==> src/rtl/arith_pkg.sv <==
// Shared definitions for the arithmetic-unit command path: ALU function codes,
// issuer FSM state encoding and a small decode helper.
package arith_pkg;

    // Function codes understood by the arithmetic unit
    localparam logic [1:0] FUN_ADD = 2'b00;
    localparam logic [1:0] FUN_SUB = 2'b01;
    localparam logic [1:0] FUN_MUL = 2'b10;
    localparam logic [1:0] FUN_DIV = 2'b11;

    // Issuer FSM states
    typedef enum logic [1:0] {
        IDLE  = 2'd0,
        ISSUE = 2'd1,
        WAIT  = 2'd2,
        RESP  = 2'd3
    } issuer_state_e;

    // A divide with a zero divisor never reaches the arithmetic unit
    function automatic logic is_div_by_zero(input logic [1:0] fun, input logic b_is_zero);
        return (fun == FUN_DIV) && b_is_zero;
    endfunction

endpackage

==> src/rtl/arith_cmd_issuer.sv <==
// Initiator for the arithmetic unit. Takes one ALU command at a time over a
// valid/ready port, drives a single-cycle enable with registered operands,
// waits out the unit's result latency, and hands the captured result back
// over a valid/ready response port. Divide-by-zero is answered locally.
module arith_cmd_issuer
    import arith_pkg::*;
#(
    parameter int IN_WIDTH  = 8,
    parameter int OUT_WIDTH = 16,
    parameter int LAT       = 1
) (
    input  logic                 clk,
    input  logic                 RST,

    // command port
    input  logic                 cmd_valid,
    output logic                 cmd_ready,
    input  logic [IN_WIDTH-1:0]  cmd_a,
    input  logic [IN_WIDTH-1:0]  cmd_b,
    input  logic [1:0]           cmd_fun,

    // response port
    output logic                 rsp_valid,
    input  logic                 rsp_ready,
    output logic [OUT_WIDTH-1:0] rsp_result,
    output logic                 rsp_carry,
    output logic                 rsp_err,

    // arithmetic unit side
    output logic [IN_WIDTH-1:0]  A,
    output logic [IN_WIDTH-1:0]  B,
    output logic [1:0]           ALU_FUN,
    output logic                 Arith_Enable,
    input  logic [OUT_WIDTH-1:0] Arith_OUT,
    input  logic                 Carry_OUT,
    input  logic                 Arith_Flag
);

    // Wait counter spans 0..LAT-1; sized for LAT+1 values so LAT=1 still gets one bit
    localparam int              CNT_W    = $clog2(LAT + 1);
    localparam logic [CNT_W-1:0] CNT_INIT = CNT_W'(LAT - 1);

    issuer_state_e          state, state_nxt;
    logic [CNT_W-1:0]       cnt, cnt_nxt;
    logic [IN_WIDTH-1:0]    a_nxt, b_nxt;
    logic [1:0]             fun_nxt;
    logic                   enable_nxt;
    logic                   rsp_valid_nxt;
    logic [OUT_WIDTH-1:0]   rsp_result_nxt;
    logic                   rsp_carry_nxt;
    logic                   rsp_err_nxt;
    logic                   accept;
    logic                   div_zero;

    // Ready when idle, or when the held response is being popped this edge.
    // Held low while reset is asserted so every output reads 0 during reset.
    assign cmd_ready = ~RST & ((state == IDLE) | ((state == RESP) & rsp_ready));
    assign accept    = cmd_valid & cmd_ready;
    assign div_zero  = is_div_by_zero(cmd_fun, (cmd_b == '0));

    // Next-state and next-register-value decode
    always_comb begin
        state_nxt      = state;
        cnt_nxt        = cnt;
        a_nxt          = A;
        b_nxt          = B;
        fun_nxt        = ALU_FUN;
        enable_nxt     = 1'b0;
        rsp_valid_nxt  = rsp_valid;
        rsp_result_nxt = rsp_result;
        rsp_carry_nxt  = rsp_carry;
        rsp_err_nxt    = rsp_err;

        case (state)
            IDLE: begin
                // only an accept (handled below) leaves IDLE
            end
            ISSUE: begin
                cnt_nxt   = CNT_INIT;
                state_nxt = WAIT;
            end
            WAIT: begin
                if (cnt == '0) begin
                    rsp_result_nxt = Arith_OUT;
                    rsp_carry_nxt  = Carry_OUT;
                    rsp_err_nxt    = ~Arith_Flag;
                    rsp_valid_nxt  = 1'b1;
                    a_nxt          = '0;
                    b_nxt          = '0;
                    fun_nxt        = '0;
                    state_nxt      = RESP;
                end else begin
                    cnt_nxt = cnt - CNT_W'(1);
                end
            end
            RESP: begin
                if (rsp_ready) begin
                    rsp_valid_nxt = 1'b0;
                    state_nxt     = IDLE;
                end
            end
            default: begin
                state_nxt = IDLE;
            end
        endcase

        // Accept is only possible in IDLE or on the RESP pop edge, so it
        // overrides whatever the state decode above chose.
        if (accept) begin
            if (div_zero) begin
                rsp_result_nxt = '1;
                rsp_carry_nxt  = 1'b1;
                rsp_err_nxt    = 1'b1;
                rsp_valid_nxt  = 1'b1;
                a_nxt          = '0;
                b_nxt          = '0;
                fun_nxt        = '0;
                state_nxt      = RESP;
            end else begin
                a_nxt         = cmd_a;
                b_nxt         = cmd_b;
                fun_nxt       = cmd_fun;
                enable_nxt    = 1'b1;
                rsp_valid_nxt = 1'b0;
                state_nxt     = ISSUE;
            end
        end
    end

    // FSM, wait counter, ALU drive and response registers
    always_ff @(posedge clk or posedge RST) begin
        if (RST) begin
            state        <= IDLE;
            cnt          <= '0;
            A            <= '0;
            B            <= '0;
            ALU_FUN      <= '0;
            Arith_Enable <= 1'b0;
            rsp_valid    <= 1'b0;
            rsp_result   <= '0;
            rsp_carry    <= 1'b0;
            rsp_err      <= 1'b0;
        end else begin
            state        <= state_nxt;
            cnt          <= cnt_nxt;
            A            <= a_nxt;
            B            <= b_nxt;
            ALU_FUN      <= fun_nxt;
            Arith_Enable <= enable_nxt;
            rsp_valid    <= rsp_valid_nxt;
            rsp_result   <= rsp_result_nxt;
            rsp_carry    <= rsp_carry_nxt;
            rsp_err      <= rsp_err_nxt;
        end
    end

endmodule

==> config.mk <==
export PLATFORM = sky130hd
export DESIGN_NAME = arith_cmd_issuer
export DESIGN_NICKNAME = d
export VERILOG_FILES = /design/src/rtl/arith_pkg.sv /design/src/rtl/arith_cmd_issuer.sv
export SDC_FILE = /design/constraint.sdc
export NUM_CORES = 1
export LEC_CHECK = 0
export CAP_MARGIN = 25
export CORE_ASPECT_RATIO = 0.8
export CORE_MARGIN = 5
export CORE_UTILIZATION = 35
export CTS_CLUSTER_DIAMETER = 50
export DETAILED_ROUTE_END_ITERATION = 10
export PLACE_DENSITY = 0.68
export SYNTH_ARGS = -nofsm -noshare
export SYNTH_HDL_FRONTEND = slang
export SYNTH_SLANG_ARGS = --single-unit
==> constraint.sdc <==
create_clock -name clk -period 1.8 [get_ports clk]
set_input_delay 0.36 -clock clk [delete_from_list [all_inputs] [get_ports clk]]
set_output_delay 0.36 -clock clk [all_outputs]
set_load 0.1 [all_outputs]
Word level (Yosys, flattened, before mapping)
Cells that the tools add are included.
{"block": "classes", "add_sub_neg": 1, "n_eq_ne": 7, "n_mux": 36, "n_bitwise": 6, "n_reduce_logical": 10}
{"cell": "16-bit 2-to-1 mux", "n": 4}
{"cell": "8-bit 2-to-1 mux", "n": 6}
{"cell": "2-bit 2-to-1 mux", "n": 8}
{"cell": "1-bit 2-to-1 mux", "n": 15}
{"cell": "8-bit logical NOT", "n": 1}
{"cell": "2-bit equality test, second input constant", "n": 3}
{"cell": "3-bit != test, second input constant", "n": 2}
{"cell": "2-bit case mux with 3 select lines", "n": 1}
{"cell": "3-bit AND reduction", "n": 2}
{"cell": "1-bit case mux with 2 select lines", "n": 2}
{"cell": "2-bit nonzero test", "n": 2}
{"cell": "4-bit nonzero test", "n": 1}
{"cell": "1-bit AND", "n": 3}
{"cell": "3-bit nonzero test", "n": 1}
{"cell": "2-bit by 1-bit equality test with 1-bit output, second input constant", "n": 1}
{"cell": "2-bit logical NOT", "n": 1}
{"cell": "2-bit by 1-bit != test with 1-bit output, second input constant", "n": 1}
{"cell": "1-bit inverter", "n": 2}
{"cell": "2-bit AND reduction", "n": 1}
{"cell": "1-bit logical AND", "n": 1}
{"cell": "1-bit OR", "n": 1}
{"cell": "1-bit subtractor, second input constant", "n": 1}
{"block": "word_totals", "register_bits": 41, "inputBits": 40, "word_cells": 70}

Depth between registers and ports, before layout
Gate-level depths: netlist of run 1.
{"block": "logic_depth", "ltp_word": 7, "depth_mapped": 8}

Worst setup path after synthesis of run 1
No wires, ideal clock.
{"block": "synth_path", "path_type": "reg-to-output", "startpoint": "register state[1]", "endpoint": "output cmd_ready", "t_arrival_ns": 2.023, "required_time_ns": 1.440, "path_slack_ns": -0.583, "stages_incl_launch_ff": 4, "path_buffers": 0, "cell_sequence": "dfrtp_1 > ha_1 > a21oi_4 > nor2_1"}
{"block": "synth_via", "elab_chain_cells": 4, "elab_cells_between_ends": 5, "classes_between": "1 x eq/ne; 3 x bitwise; 1 x reduce/logical"}
{"element": "from (decl)", "line_no": "arith_cmd_issuer.sv:43", "rtl": "issuer_state_e state, state_nxt;"}
{"element": "from (signal assigned)", "line_no": "arith_cmd_issuer.sv:144", "rtl": "state <= state_nxt;"}
{"element": "2-bit equality test", "line_no": "arith_cmd_issuer.sv:57", "rtl": "assign cmd_ready = ~RST & ((state == IDLE) | ((state == RESP) & rsp_ready));"}
{"element": "1-bit AND", "line_no": "arith_cmd_issuer.sv:57"}
{"element": "1-bit OR *", "line_no": "arith_cmd_issuer.sv:57"}
{"element": "1-bit AND *", "line_no": "arith_cmd_issuer.sv:57"}
{"element": "to (decl)", "line_no": "arith_cmd_issuer.sv:17", "rtl": "output logic cmd_ready,"}
Every way passes the cells marked *; elsewhere a longest branch is shown, timed or not.

Worst setup path after layout of run 1
{"block": "layout_path", "startpoint": "input rsp_ready", "endpoint": "output cmd_ready"}
{"block": "layout_via", "elab_chain_cells": 3}
{"element": "from (decl)", "line_no": "arith_cmd_issuer.sv:24", "rtl": "input logic rsp_ready,"}
{"element": "1-bit AND", "line_no": "arith_cmd_issuer.sv:57"}
{"element": "1-bit OR", "line_no": "arith_cmd_issuer.sv:57"}
{"element": "1-bit AND", "line_no": "arith_cmd_issuer.sv:57"}
Every way passes these cells.

==> results.py, run 1 <==
metrics = {
    "floorplan": {
        "top_level_ports": 79,
        "placementRows": 23,
        "die_area_um2": 6540,
        "initial_core_util_pct": 35.6,
        "die_w_um": 89.2,
        "fp.coreArea_um2": 4920,
        "die_height_um": 73.3,
    },
    "grt": {
        "largest_net_degree_at_the_start_of_global_routing": 26,
        "globalRoute.totalOverflow": 0,
        "grt_use_total_pct": 14.7,
        "initial_antenna_violation_count": 0,
        "number_of_global_route_vias_before_repair": 1473,
        "grt_pass1_wl_mm": 7.38,
    },
    "cells_and_area": {
        "layout-area-overhead-vs-synth_pct": 88.9,
        "mostFrequentLayoutCell": "sky130_fd_sc_hd__buf_12",
        "layout.nets": 288,
        "layout.cells.most_common_list": "sky130_fd_sc_hd__buf_12, sky130_fd_sc_hd__dfrtp_1, sky130_fd_sc_hd__clkdlybuf4s50_1",
        "drive_above_1_share_pct": 35.1,
        "diodes": 0,
    },
    "critical_path": {
        "critical_path.max_fanout": 3,
        "worstPathRequired_ns": 1.44,
        "crit_path_cell_trace": "clkdlybuf4s50_1 > a21oi_4 > buf_6 > nor2_4 > buf_12",
        "critPathLaunchType": "input port",
        "timing.setup.critical_path_class": "input port to primary output",
        "worstPathArrival_ns": 1.45,
        "cpPeakStageDelay_ns": 0.56,
        "endpoint_class_of_the_critical_path": "primary output",
        "cpMaxStageDelayCell": "sky130_fd_sc_hd__clkdlybuf4s50_1",
    },
    "routing": {
        "post_drt_wl_per_cell_um": 15.1,
        "via_to_cell_ratio": 4.72,
        "detailedRoute.firstIterationViolations": 40,
        "drt-total-wl_mm": 4.63,
        "ant_nets": 0,
        "drt-pass1-iter-count": 4,
        "total_number_of_vias": 1448,
        "drc": 0,
    },
    "synth": {
        "yosysWarnings": 0,
        "synth.avg_cell_area_um2": 12.0,
        "yosysSeqAreaShare_pct": 57.1,
        "ys_types": 28,
        "synth.net_count": 189,
        "syn_inst": 146,
        "flop_and_latch_count_out_of_synthesis": 40,
        "synth_cell_area_um2": 1750,
    },
    "placed_design": {
        "finalWeightedCongestion": 0.791,
        "portBuffers": 78,
        "detailedPlacementHpwl_mm": 3.48,
    },
    "clocking": {
        "clock_tree.root_cell": "sky130_fd_sc_hd__clkbuf_8",
        "cts_htree_levels": 2,
        "clk_latency_ns": 0.28,
        "clk_pin_slew_ns": 0.08,
        "number_of_clock_buffers_inserted_by_tritoncts": 5,
        "cts_tree": "yes",
        "clock_sink_count": 40,
        "cts_hold_repair_buffers": 0,
        "maximum_buffer_depth_of_the_clock_tree": 2,
    },
    "timing": {
        "timing.final.crit_share_pct": 100,
        "setup_tns_final_ns": -0.00868,
        "unrepaired_setup_endpoints_after_global_routing": "true",
        "max-slew-margin-rel_pct": 70.9,
        "final_critical_path_setup_slack_ns": -0.00868,
        "finalHoldViolations": 0,
        "clock_period_minus_final_worst_setup_slack_ns": 1.81,
        "fin_worst_skew_ns": 0.00762,
        "timing.final.setup_violations": 1,
        "slew_viol_final": 0,
        "max_slew.worst_pin.slew_ns": 0.436,
        "achievable-frequency_mhz": 553,
    },
    "status": {
        "violated_checks": "negative setup slack",
        "run_status": "finished with violations",
    },
    "worst_hold_path": {
        "hold_path_class": "input port to flip-flop",
    },
    "job": {
        "max-cap-violations": 0,
    },
}
Yosys cell counts:
cell type                  instances  area (um2)
sky130_fd_sc_hd__a211o_1           1        8.76
sky130_fd_sc_hd__a21oi_4           1        16.3
sky130_fd_sc_hd__a22o_1            9        78.8
sky130_fd_sc_hd__a22o_2            2        20.0
sky130_fd_sc_hd__buf_1             1        3.75
sky130_fd_sc_hd__buf_2             2        10.0
sky130_fd_sc_hd__buf_6             2        22.5
sky130_fd_sc_hd__clkbuf_1          3        11.3
sky130_fd_sc_hd__dfrtp_1          40        1000
sky130_fd_sc_hd__ha_1              3        37.5
sky130_fd_sc_hd__inv_1             4        15.0
sky130_fd_sc_hd__mux2i_1          18         180
sky130_fd_sc_hd__nand2_1          27         101
sky130_fd_sc_hd__nand2_2           1        6.26
sky130_fd_sc_hd__nand2b_1          7        43.8
sky130_fd_sc_hd__nor2_1            3        11.3
sky130_fd_sc_hd__nor2b_2           1        8.76
sky130_fd_sc_hd__nor3_1            2        10.0
sky130_fd_sc_hd__nor3b_1           1        7.51
sky130_fd_sc_hd__nor3b_2           1        12.5
sky130_fd_sc_hd__nor4_1            2        12.5
sky130_fd_sc_hd__nor4_4            1        21.3
sky130_fd_sc_hd__nor4b_1           1        8.76
sky130_fd_sc_hd__nor4b_4           1        23.8
sky130_fd_sc_hd__o21ai_0           9        45.0
sky130_fd_sc_hd__or4_4             1        11.3
sky130_fd_sc_hd__or4b_4            1        13.8
sky130_fd_sc_hd__or4bb_1           1        11.3
metal layers:
metal	vias up	part of all wire (%)	track usage, %	routed length (um)
met2	46	48	22.5	2200
li1	708	-	-	-
met1	690	45	20.8	2090
met4	0	0.39	2.98	18
met3	4	6.8	4.15	314
met5	-	0	0	0
final cells by class:
type,instances,area (um2)
multi-input cells,95,751
fillers,379,1610
clock inverters,2,60.1
clock buffers,5,68.8
well taps,62,77.6
repair buffers,99,1340
flip-flops and latches,40,1000
inverters,4,15.0
path summary, 6_finish.rpt:
kind / startpoint / end / slack (ns) / cells past startpoint
max: rsp_ready / cmd_ready / -0.009 / 5
min: cmd_b[6] / B[6]$_DFFE_PP0P_ / 0.43 / 4
max reg2reg: state[0]$_DFFE_PP0P_ / A[2]$_DFFE_PP0P_ / 0.04 / 9
min reg2reg: rsp_result[12]$_DFF_PP0_ / rsp_result[12]$_DFF_PP0_ / 0.56 / 2
max in group asynchronous: RST / state[1]$_DFFE_PP0P_ / 0.90 / 4
min in group asynchronous: RST / B[6]$_DFFE_PP0P_ / 0.59 / 4
repair_timing:
item,CTS,global route
endpoints found under the setup margin,14,15
gates cloned,1,0
pin swaps,4,3
endpoints found under the hold margin,0,0
buffers inserted,3,0
resized for setup,11,8
worst max-delay path: cells and delay by family:
kind | cells | cell delay [ns]
buffers and inverters | 3 | 0.87
AO/OA/AOI/OAI | 1 | 0.09
AND/OR/NAND/NOR | 1 | 0.12
registers in the layout, indices dropped and copies added (netlist names):
register      cells
state             2
rsp_result       16
A                 8
rsp_err           1
rsp_valid         1
rsp_carry         1
B                 8
ALU_FUN           2
Arith_Enable      1
stage by stage:
step,util (%),instance area (um2),hold slack (ns),std cells,worst slack [ns]
after floorplan,-,1760,0.477,146,0.0869
after global placement,63.2,3110,0.542,296,-0.356
final,67.4,3310,0.427,307,-0.00868
after detailed placement,63.2,3110,0.549,296,-0.392
after global routing,67.4,3310,0.446,307,-0.0643
after CTS,66.6,3280,0.424,307,-0.0176
kinds of logic after synthesis:
family | count (synthesis) | synth area share, %
buffers and inverters | 12 | 3.57
muxes | 18 | 10.3
DFF | 40 | 57.1
and+or+nand+nor | 51 | 17.3
adders and majority gates | 3 | 2.14
AOI/OAI and AO/OA | 22 | 9.63
Power of run 1 is left out: the tool's default activity adds up to more than one toggle a clock period on the data nets, which glitch-free logic cannot reach.
==> run 2, diff against run 1 <==
==> constraint.sdc (replaced) <==
create_clock -name clk -period 1.8 [get_ports clk]
set_input_delay 0.18 -clock clk [delete_from_list [all_inputs] [get_ports clk]]
set_output_delay 0.18 -clock clk [all_outputs]
set_load 0.1 [all_outputs]
==> results.py, run 2 (synthesized netlist as in run 1, its figures left out) <==
metrics = {
    "grt": {
        "grt_use_total_pct": 13.2,
        "grt_pass1_wl_mm": 6.65,
        "number_of_global_route_vias_before_repair": 1416,
        "largest_net_degree_at_the_start_of_global_routing": 35,
        "initial_antenna_violation_count": 0,
        "globalRoute.totalOverflow": 0,
    },
    "routing": {
        "drt-total-wl_mm": 4.31,
        "ant_nets": 0,
        "drt-pass1-iter-count": 4,
        "detailedRoute.firstIterationViolations": 34,
        "via_to_cell_ratio": 4.62,
        "drc": 0,
        "post_drt_wl_per_cell_um": 14.3,
        "total_number_of_vias": 1392,
    },
    "worst_hold_path": {
        "hold_path_class": "input port to async pin",
    },
    "cells_and_area": {
        "multi_input_comb_area_um2": 707,
        "layout.nets": 281,
        "util_after_layout_pct": 55.4,
        "mostFrequentLayoutCell": "sky130_fd_sc_hd__buf_4",
        "ff_latch_area_um2": 1000,
        "layout.cells.most_common_list": "sky130_fd_sc_hd__buf_4, sky130_fd_sc_hd__dfrtp_1, sky130_fd_sc_hd__clkdlybuf4s50_1",
        "largest_register": "rsp_result",
        "n_fill_cell": 449,
        "diodes": 0,
        "final_cells": 301,
        "layout-area-overhead-vs-synth_pct": 55.5,
        "largest_register_ff_count": 16,
        "largest_registers": "rsp_result: 16 flops, A: 8 flops, B: 8 flops",
        "drive_above_1_share_pct": 30.5,
    },
    "timing": {
        "max_slew.worst_pin.slew_ns": 0.469,
        "timing.final.crit_share_pct": 95.7,
        "fin_worst_skew_ns": 0.00345,
        "max-slew-margin-rel_pct": 68.7,
        "achievable-frequency_mhz": 581,
        "clock_period_minus_final_worst_setup_slack_ns": 1.72,
        "timing.final.setup_violations": 0,
        "finalHoldViolations": 0,
        "hold_ws_ns": 0.301,
        "slew_viol_final": 0,
    },
    "floorplan": {
        "initial_core_util_pct": 35.6,
        "placementRows": 23,
        "die_w_um": 89.2,
        "die_area_um2": 6540,
        "top_level_ports": 79,
        "die_height_um": 73.3,
        "fp.coreArea_um2": 4920,
    },
    "critical_path": {
        "critical_path.max_fanout": 12,
        "critPathLaunchType": "input port",
        "worstPathArrival_ns": 1.90,
        "worstPathRequired_ns": 1.98,
        "timing.setup.critical_path_class": "input port to flip-flop",
        "endpoint_class_of_the_critical_path": "flip-flop",
    },
    "placed_design": {
        "finalWeightedCongestion": 0.783,
        "detailedPlacementHpwl_mm": 3.26,
        "portBuffers": 78,
        "post-place-cells": 293,
    },
    "clocking": {
        "clk_pin_slew_ns": 0.07,
        "cts_tree": "yes",
        "cts_htree_levels": 2,
        "number_of_clock_buffers_inserted_by_tritoncts": 5,
        "clock_tree.root_cell": "sky130_fd_sc_hd__clkbuf_8",
        "clock_sink_count": 40,
        "maximum_buffer_depth_of_the_clock_tree": 2,
        "post-cts-setup-buffer-count": 0,
        "clk_latency_ns": 0.28,
    },
    "job": {
        "max-cap-violations": 0,
    },
    "status": {
        "run_status": "finished, final reports clean",
    },
}
run 2: metal layers:
| metal | vias to the layer above | share of wire, % | GRT usage, % |
|---|---|---|---|
| li1 | 691 | - | - |
| met3 | 5 | 9.0 | 4.60 |
| met2 | 45 | 44 | 20.4 |
| met5 | - | 0 | 0 |
| met4 | 0 | 0.84 | 3.64 |
| met1 | 651 | 46 | 17.5 |
run 2: area by class of cell:
cell class	instances	share of cell area (%)
clock buffer	7	3.17
clock inverter	1	0.275
inverter	4	0.550
multi-input combinational	94	25.9
sequential	40	36.7
tap	62	2.84
timing repair buffer	93	30.6
run 2: final timing paths:
kind                                           from                       end  slack (ns)  cells after the start
max in group asynchronous                       RST      state[1]$_DFFE_PP0P_        1.07                      4
hold reg to reg            rsp_result[13]$_DFF_PP0_  rsp_result[13]$_DFF_PP0_        0.50                      2
min in group clk                           cmd_b[2]          B[2]$_DFFE_PP0P_        0.48                      3
setup reg to reg               state[0]$_DFFE_PP0P_          A[3]$_DFFE_PP0P_        0.10                      7
setup / recovery                           cmd_b[2]          A[3]$_DFFE_PP0P_        0.08                      5
hold / removal                                  RST      state[0]$_DFFE_PP0P_        0.30                      3
run 2: repair_timing:
item	4_1_cts	5_1_grt
setup endpoints to repair	0	11
resized for setup	0	3
hold buffers	0	0
run 2: critical path: stages:
cell and delay, ns:
sky130_fd_sc_hd__clkdlybuf4s50_1 0.42, sky130_fd_sc_hd__or4b_4 0.59, sky130_fd_sc_hd__nor4_4 0.35, sky130_fd_sc_hd__nor2b_4 0.13
sky130_fd_sc_hd__a22o_2 0.22
run 2: per-stage QoR:
| stage | setup TNS, ns | setup slack (ns) | cell area [um2] |
|---|---|---|---|
| 3_5_place_dp | -4.72 | -0.233 | 2620 |
| 6_report | 0 | 0.0779 | 2730 |
| 2_1_floorplan | 0 | 0.0628 | 1760 |
| 4_1_cts | 0 | 0.00763 | 2710 |
| 3_3_place_gp | -3.75 | -0.176 | 2620 |
| 5_1_grt | -0.00163 | -0.00163 | 2730 |
Power of run 2 is left out for the same reason.
==> run 3, diff against run 2 <==
CORE_MARGIN = 10   (was 5)
SLEW_MARGIN = 30   (was not set)
==> results.py, run 3 (synthesized netlist as in run 1, its figures left out) <==
metrics = {
    "status": {
        "run_status": "finished, final reports clean",
    },
    "critical_path": {
        "cpPeakStageDelay_ns": 0.59,
        "crit_cells": 5,
        "critPathTopFamily": "simple AND/OR/NAND/NOR gates",
        "critPathLaunchType": "input port",
        "timing.setup.critical_path_class": "input port to flip-flop",
        "endpoint_class_of_the_critical_path": "flip-flop",
        "critical_path.max_fanout": 12,
        "crit_path_cell_trace": "clkdlybuf4s50_1 > or4b_4 > nor4_4 > nor2b_4 > a22o_2",
        "startpoint": "cmd_b[2]",
        "cp_num_buf_inv": 1,
        "count_of_cells_along_the_worst_register_to_register_path": 7,
        "worst_r2r_startpoint": "state[1]$_DFFE_PP0P_",
        "worstPathArrival_ns": 1.90,
        "cpMaxStageDelayCell": "sky130_fd_sc_hd__or4b_4",
        "worstPathRequired_ns": 1.97,
    },
    "clocking": {
        "clk_pin_slew_ns": 0.07,
        "cts_htree_levels": 2,
        "maximum_buffer_depth_of_the_clock_tree": 2,
        "cts_hold_repair_buffers": 0,
        "cts_tree": "yes",
        "clock_sink_count": 40,
        "clk_latency_ns": 0.28,
        "post-cts-setup-buffer-count": 0,
        "number_of_clock_buffers_inserted_by_tritoncts": 5,
        "clock_tree.root_cell": "sky130_fd_sc_hd__clkbuf_8",
    },
    "placed_design": {
        "placement.cell_area_um2": 2640,
        "detailedPlacementHpwl_mm": 3.91,
        "finalWeightedCongestion": 0.721,
        "portBuffers": 78,
    },
    "timing": {
        "finalHoldViolations": 0,
        "timing.final.crit_share_pct": 96.1,
        "fin_worst_skew_ns": 0.00601,
        "achievable-frequency_mhz": 578,
        "unrepaired_setup_endpoints_after_global_routing": "false",
        "max-slew-margin-rel_pct": 70.1,
        "setup_tns_final_ns": 0,
        "max_slew.worst_pin.slew_ns": 0.447,
        "timing.final.setup_violations": 0,
        "clock_period_minus_final_worst_setup_slack_ns": 1.73,
        "slew_viol_final": 0,
        "hold_ws_ns": 0.387,
    },
    "routing": {
        "routed_length_on_met2_mm": 2.27,
        "detailedRoute.firstIterationViolations": 40,
        "via_to_cell_ratio": 4.62,
        "post_drt_wl_per_cell_um": 16.2,
        "ant_nets": 0,
        "top_layer": "met4",
        "detailroute.wirelength.met3_um": 290,
        "detail_route.wirelength.met1_mm": 2.29,
        "drt-pass1-iter-count": 4,
        "drc": 0,
        "total_number_of_vias": 1400,
        "drt-total-wl_mm": 4.89,
    },
    "cells_and_area": {
        "multi_input_comb_area_um2": 707,
        "util_after_layout_pct": 58.2,
        "drive_above_1_share_pct": 32.1,
        "diodes": 0,
        "layout.cells.most_common_list": "sky130_fd_sc_hd__buf_4, sky130_fd_sc_hd__dfrtp_1, sky130_fd_sc_hd__clkdlybuf4s50_1",
        "fin_area_um2": 2740,
        "largest_register_ff_count": 16,
        "mostFrequentLayoutCell": "sky130_fd_sc_hd__buf_4",
        "layout-area-overhead-vs-synth_pct": 56.1,
        "largest_register": "rsp_result",
        "n_fill_cell": 420,
        "layout.nets": 286,
        "ff_latch_area_um2": 1000,
        "largest_registers": "rsp_result: 16 flops, A: 8 flops, B: 8 flops",
    },
    "grt": {
        "initial_antenna_violation_count": 0,
        "grt_use_total_pct": 11.4,
        "number_of_global_route_vias_before_repair": 1474,
        "largest_net_degree_at_the_start_of_global_routing": 29,
        "grt_pass1_wl_mm": 7.75,
        "globalRoute.totalOverflow": 0,
    },
    "worst_hold_path": {
        "hold_path_class": "input port to async pin",
    },
    "job": {
        "max-cap-violations": 0,
    },
    "floorplan": {
        "top_level_ports": 79,
        "placementRows": 22,
        "fp.coreArea_um2": 4710,
        "initial_core_util_pct": 37.3,
        "die_area_um2": 8260,
        "die_height_um": 83.3,
        "die_w_um": 99.2,
    },
}
run 3: per-stage QoR:
step	worst slack (ns)	std cells
6_report	0.0696	303
5_1_grt	0.0151	303
4_1_cts	0.0433	303
3_5_place_dp	-0.230	296
3_3_place_gp	-0.178	296
2_1_floorplan	0.0628	146
run 3: worst paths after layout:
check	slack, ns	end
setup / recovery	0.07	A[3]$_DFFE_PP0P_
hold / removal	0.39	rsp_result[10]$_DFF_PP0_
setup reg to reg	0.12	A[3]$_DFFE_PP0P_
hold reg to reg	0.50	rsp_result[13]$_DFF_PP0_
max in group asynchronous	1.07	A[0]$_DFFE_PP0P_
min in group clk	0.50	rsp_result[13]$_DFF_PP0_
run 3: metal layers:
| layer | GRT usage [%] | vias up |
|---|---|---|
| met5 | 0 | - |
| met4 | 3.88 | 0 |
| met3 | 3.73 | 2 |
| met2 | 17.6 | 47 |
| met1 | 14.5 | 652 |
| li1 | - | 699 |
run 3: what timing repair did:
action,in CTS,in global routing
endpoints found under the setup margin,11,18
resized for setup,2,1
cloned,0,0
pin swaps,0,0
run 3: layout make-up:
| class | count | area share, % |
|---|---|---|
| Timing Repair Buffer | 98 | 31.4 |
| Tap cell | 60 | 2.74 |
| Sequential cell | 40 | 36.6 |
| Clock inverter | 2 | 0.457 |
| Clock buffer | 5 | 2.51 |
| Inverter | 4 | 0.548 |
| Multi-Input combinational cell | 94 | 25.8 |
run 3: worst min-delay path: stages:
cell and delay (ns):
sky130_fd_sc_hd__clkdlybuf4s50_1 0.41, sky130_fd_sc_hd__buf_4 0.16, sky130_fd_sc_hd__inv_1 0.07, sky130_fd_sc_hd__buf_4 0.20
Power of run 3 is left out for the same reason.
